==> config.mk <==
export PLATFORM = sky130hd
export DESIGN_NAME = tetris_piece_queue
export DESIGN_NICKNAME = d
export VERILOG_FILES = /design/src/rtl/tetris_piece_queue.sv
export SDC_FILE = /design/constraint.sdc
export NUM_CORES = 1
export LEC_CHECK = 0
export BUFFER_PORTS_ARGS = -buffer_cell sky130_fd_sc_hd__buf_2
export CELL_PAD_IN_SITES_DETAIL_PLACEMENT = 1
export CELL_PAD_IN_SITES_GLOBAL_PLACEMENT = 1
export CORE_MARGIN = 2
export CORE_UTILIZATION = 33
export DETAILED_ROUTE_END_ITERATION = 16
export GPL_ROUTABILITY_DRIVEN = 0
export GPL_TIMING_DRIVEN = 0
export PLACE_DENSITY_LB_ADDON = 0.1
export SYNTH_ARGS = -nofsm -noshare
export SYNTH_HDL_FRONTEND = slang
export SYNTH_SLANG_ARGS = --single-unit
==> constraint.sdc <==
create_clock -name clk -period 2.7 [get_ports clk]
set_input_delay 0.405 -clock clk [delete_from_list [all_inputs] [get_ports clk]]
set_output_delay 0.405 -clock clk [all_outputs]
set_load 0.02 [all_outputs]
==> src/rtl/tetris_piece_queue.sv <==
// Tetris piece preview queue.
// A Galois LFSR supplies 3-bit candidates; value 7 is rejected so accepted
// pieces are uniform over 0..6. Accepted pieces fill a DEPTH-slot preview
// queue whose head is consumed by pop.
// Optional feature: define TETRIS_PIECE_BAG_EN for 7-bag mode. In this mode
// every aligned run of 7 pushes is a permutation of 0..6.
module tetris_piece_queue #(
  parameter int LFSR_W = 16,
  parameter logic [LFSR_W-1:0] LFSR_TAPS = LFSR_W'(16'hB400),
  parameter int DEPTH = 4,
  localparam int CW = $clog2(DEPTH + 1)
) (
  input  logic                 clk,
  input  logic                 rst,
  input  logic [LFSR_W-1:0]    seed,
  input  logic                 seed_load,
  input  logic                 pop,
  output logic [2:0]           piece,
  output logic                 piece_valid,
  output logic [3*DEPTH-1:0]   preview,
  output logic [CW-1:0]        count
);

  logic [LFSR_W-1:0] lfsr;
  logic [LFSR_W-1:0] lfsr_next;
  logic [LFSR_W-1:0] seed_eff;
  logic [2:0]        slots   [DEPTH];
  logic [2:0]        slots_n [DEPTH];
  logic [CW-1:0]     cnt;
  logic [CW-1:0]     cnt_n;
  logic [CW-1:0]     wr_idx;
  logic [2:0]        cand;
  logic              pop_ok;
  logic              advance;
  logic              cand_ok;
  logic              accept;

`ifdef TETRIS_PIECE_BAG_EN
  logic [6:0] bag;
  logic [6:0] bag_n;
  logic [6:0] cand_bit;
  logic [6:0] bag_set;
`endif

  // An all-zero seed would lock the LFSR, so it is replaced by all-ones
  assign seed_eff = (seed == '0) ? '1 : seed;
  assign cand     = lfsr[2:0];

  // Decide whether the generator steps this cycle and whether its candidate is kept
  always_comb begin
    lfsr_next = (lfsr >> 1) ^ (lfsr[0] ? LFSR_TAPS : '0);
    pop_ok    = pop && (cnt != '0);
    advance   = (cnt < CW'(DEPTH)) || pop_ok;
`ifdef TETRIS_PIECE_BAG_EN
    cand_bit  = 7'(1) << cand;
    cand_ok   = (cand != 3'd7) && ((bag & cand_bit) == '0);
    bag_set   = bag | cand_bit;
`else
    cand_ok   = (cand != 3'd7);
`endif
    accept    = advance && cand_ok;
    wr_idx    = pop_ok ? (cnt - CW'(1)) : cnt;
  end

  // Next queue contents: shift on pop, then drop the accepted piece into the first free slot
  always_comb begin
    for (int i = 0; i < DEPTH; i++) slots_n[i] = slots[i];
    if (pop_ok) begin
      for (int i = 0; i < DEPTH - 1; i++) slots_n[i] = slots[i + 1];
      slots_n[DEPTH-1] = 3'd7;
    end
    for (int i = 0; i < DEPTH; i++) begin
      if (accept && (CW'(i) == wr_idx)) slots_n[i] = cand;
    end
    cnt_n = cnt;
    if (accept && !pop_ok) cnt_n = cnt + CW'(1);
    else if (!accept && pop_ok) cnt_n = cnt - CW'(1);
  end

`ifdef TETRIS_PIECE_BAG_EN
  // The bag empties in the same cycle its seventh distinct piece is taken
  always_comb begin
    bag_n = bag;
    if (accept) bag_n = (bag_set == 7'h7F) ? '0 : bag_set;
  end
`endif

  // State update; reset and reseed both restart the generator and flush the queue
  always_ff @(posedge clk) begin
    if (rst || seed_load) begin
      lfsr <= seed_eff;
      cnt  <= '0;
      for (int i = 0; i < DEPTH; i++) slots[i] <= 3'd7;
`ifdef TETRIS_PIECE_BAG_EN
      bag  <= '0;
`endif
    end else begin
      if (advance) lfsr <= lfsr_next;
      cnt <= cnt_n;
      for (int i = 0; i < DEPTH; i++) slots[i] <= slots_n[i];
`ifdef TETRIS_PIECE_BAG_EN
      bag <= bag_n;
`endif
    end
  end

  // Outputs come straight from state registers, so pop never reaches them combinationally
  always_comb begin
    for (int i = 0; i < DEPTH; i++) preview[3*i +: 3] = slots[i];
    piece       = slots[0];
    piece_valid = (cnt != '0);
    count       = cnt;
  end

endmodule

==> flow_summary.json <==
{
  "cts_tree": "built",
  "syn-cell-area_sq_um": 1630,
  "p_leak_uw": 0.000824,
  "synth_edf_count": 16,
  "p_per_area_nw_per_um2": 661,
  "clk_latency_ps": 280,
  "grt_antenna_before_repair": 0,
  "status": "complete, no violations",
  "synth_seq_cells": 31,
  "setup_viol": 0,
  "yosysSeqAreaShare_pct": 47.8,
  "critPathLaunchType": "register",
  "root_buffer": "clkbuf_8",
  "cts.sinks": 31,
  "postRouteWirelength_mm": 4.15,
  "crit_fanout": 16,
  "worstMarginPinSlew_ps": 673,
  "hold_ws_ps": 423,
  "post_cts_buffers": 0,
  "core.rowCount": 25,
  "die_h_um": 74.4,
  "wire_per_inst_um": 15.9,
  "slew_viol_final": 0,
  "port_buffers": 37,
  "arrival_ps": 2630,
  "fin_area_sq_um": 1990,
  "synthFlopType": "edfxtp_1",
  "grt_max_degree": 17,
  "drive_above_1_share_pct": 32.0,
  "fmax_mhz": 412,
  "grt_pass1_wl_mm": 7.04,
  "grt_pass1_vias": 1433,
  "initial_core_util_pct": 34.4,
  "maxSlewHeadroom_pct": 55.0,
  "worstHoldPathType": "input pin to register",
  "drt-initial-drc-count": 30,
  "avgViaCountPerCell": 5.09,
  "rsz0062_at_grt": "false",
  "crit_required_ps": 2910,
  "fin_util_pct": 41.8,
  "area_growth_syn_to_layout_pct": 21.5,
  "final.setup.worst_slack_ps": 275,
  "dpl.hpwl_mm": 3.16,
  "syn_area_per_cell_sq_um": 10.9,
  "core_sq_um": 4750,
  "period_minus_slack_ps": 2430,
  "syn_nets": 174,
  "vias": 1328,
  "fin_setup_tns_ps": 0,
  "crit_type": "register to register",
  "placed_area_sq_um": 1900,
  "clock_path_buffers": 2,
  "critPathCaptureType": "register",
  "finalHoldViolCount": 0,
  "layout_common_cells": "buf_2, nor2_1, edfxtp_1, dfxtp_1",
  "h-tree-depth": 2,
  "dr.pass1.iters": 4,
  "place_ws_ps": 45.3,
  "synth_warnings": 0,
  "maxCapViolations": 0,
  "syn_inst": 150,
  "ir_drop_v": 0.000270,
  "num_antenna_cells": 0,
  "clk_pin_slew_ps": 60,
  "fin_skew_ps": 2.82,
  "final_common_cell": "buf_2",
  "postRouteAntennaNets": 0,
  "die_w_um": 74.4,
  "grtUsageTotal_pct": 17.1,
  "pin_count": 39,
  "nets": 217,
  "min_period_over_period_pct": 89.8,
  "grt_overflow": 0,
  "drt_drc_violations_left": 0,
  "synth.distinct_cells": 33,
  "cts_buffers": 5,
  "synthArstFlopShare_pct": 0,
  "die_area_sq_um": 5530
}
[critical path, stage by stage, from the launching register on]
cell	delay, ps
dfxtp_1	350
buf_2	200
inv_1	130
ha_1	240
nor2b_2	190
inv_2	240
nand2_4	160
ha_2	350
or3_1	350
a21oi_1	150
[metrics by stage]
step           cells  total power, uW
2_1_floorplan    150              862
3_3_place_gp     254              965
3_5_place_dp     254              979
4_1_cts          262             1330
5_1_grt          261             1390
6_report         261             1310
[sequential cells by signal, indices dropped and copies added (netlist names)]
name and cells:
lfsr 16, slots 12, count 3
[power by group]
| part | switching (uW) | leakage (uW) | internal (uW) | total [uW] |
|---|---|---|---|---|
| registers | 31.0 | 0.000288 | 543 | 574 |
| logic | 234 | 0.000495 | 159 | 393 |
| clock network | 170 | 0.0000403 | 176 | 346 |
| total | 435 | 0.000824 | 878 | 1310 |
[metal layers]
metal | up-vias | share of wire [%] | track usage [%]
met1 | 642 | 46 | 22.0
met2 | 24 | 49 | 28.2
met4 | 0 | 1.6 | 5.75
met5 | - | 0 | 0
met3 | 8 | 3.7 | 4.20
li1 | 654 | - | -
[repair_timing]
item | CTS | global route
hold buffers | 0 | 0
endpoints found under the setup margin | 0 | 1
gates resized for setup | 0 | 2
[cells in the mapped netlist, types with 4 or more instances]
cell	number	area share, %
and3_1	10	3.8
nor4_1	6	2.3
dfxtp_1	15	18
ha_1	4	3.1
edfxtp_1	16	29
buf_2	4	1.2
clkbuf_1	4	0.92
nor2_1	17	3.9
mux2i_1	10	6.1
o22a_1	13	7.0
a21oi_1	5	1.5
a211oi_1	13	6.0
[path summary, 6_finish.rpt]
kind,startpoint,endpoint,slack (ps),depth (start not counted)
max,count[0],count[2],270,9
min,seed[6],lfsr[6],420,2
max reg2reg,count[0],count[2],270,9
min reg2reg,slots[0][10],slots[0][10],520,1
[area by class of cell]
class / instances / area (sq um)
clock inverter: 2 / 7.51
multi-input combinational: 103 / 777
buffer: 11 / 63.8
fill: 557 / 2770
clock buffer: 6 / 72.6
inverter: 4 / 15.0
tap: 67 / 83.8
timing repair buffer: 37 / 185
sequential: 31 / 781
[logic make-up after synthesis]
group                    count (synthesis)  share of synthesized area, %
multiplexers                            10                          6.13
AND/OR/NAND/NOR                         44                          14.9
adder cells (fa/ha/maj)                  4                          3.06
XOR/XNOR                                 5                          2.68
flip-flops                              31                          47.8
AO/OA/AOI/OAI                           40                          20.3
buffers and inverters                   16                          5.13
(Power assumes the default switching activity.)
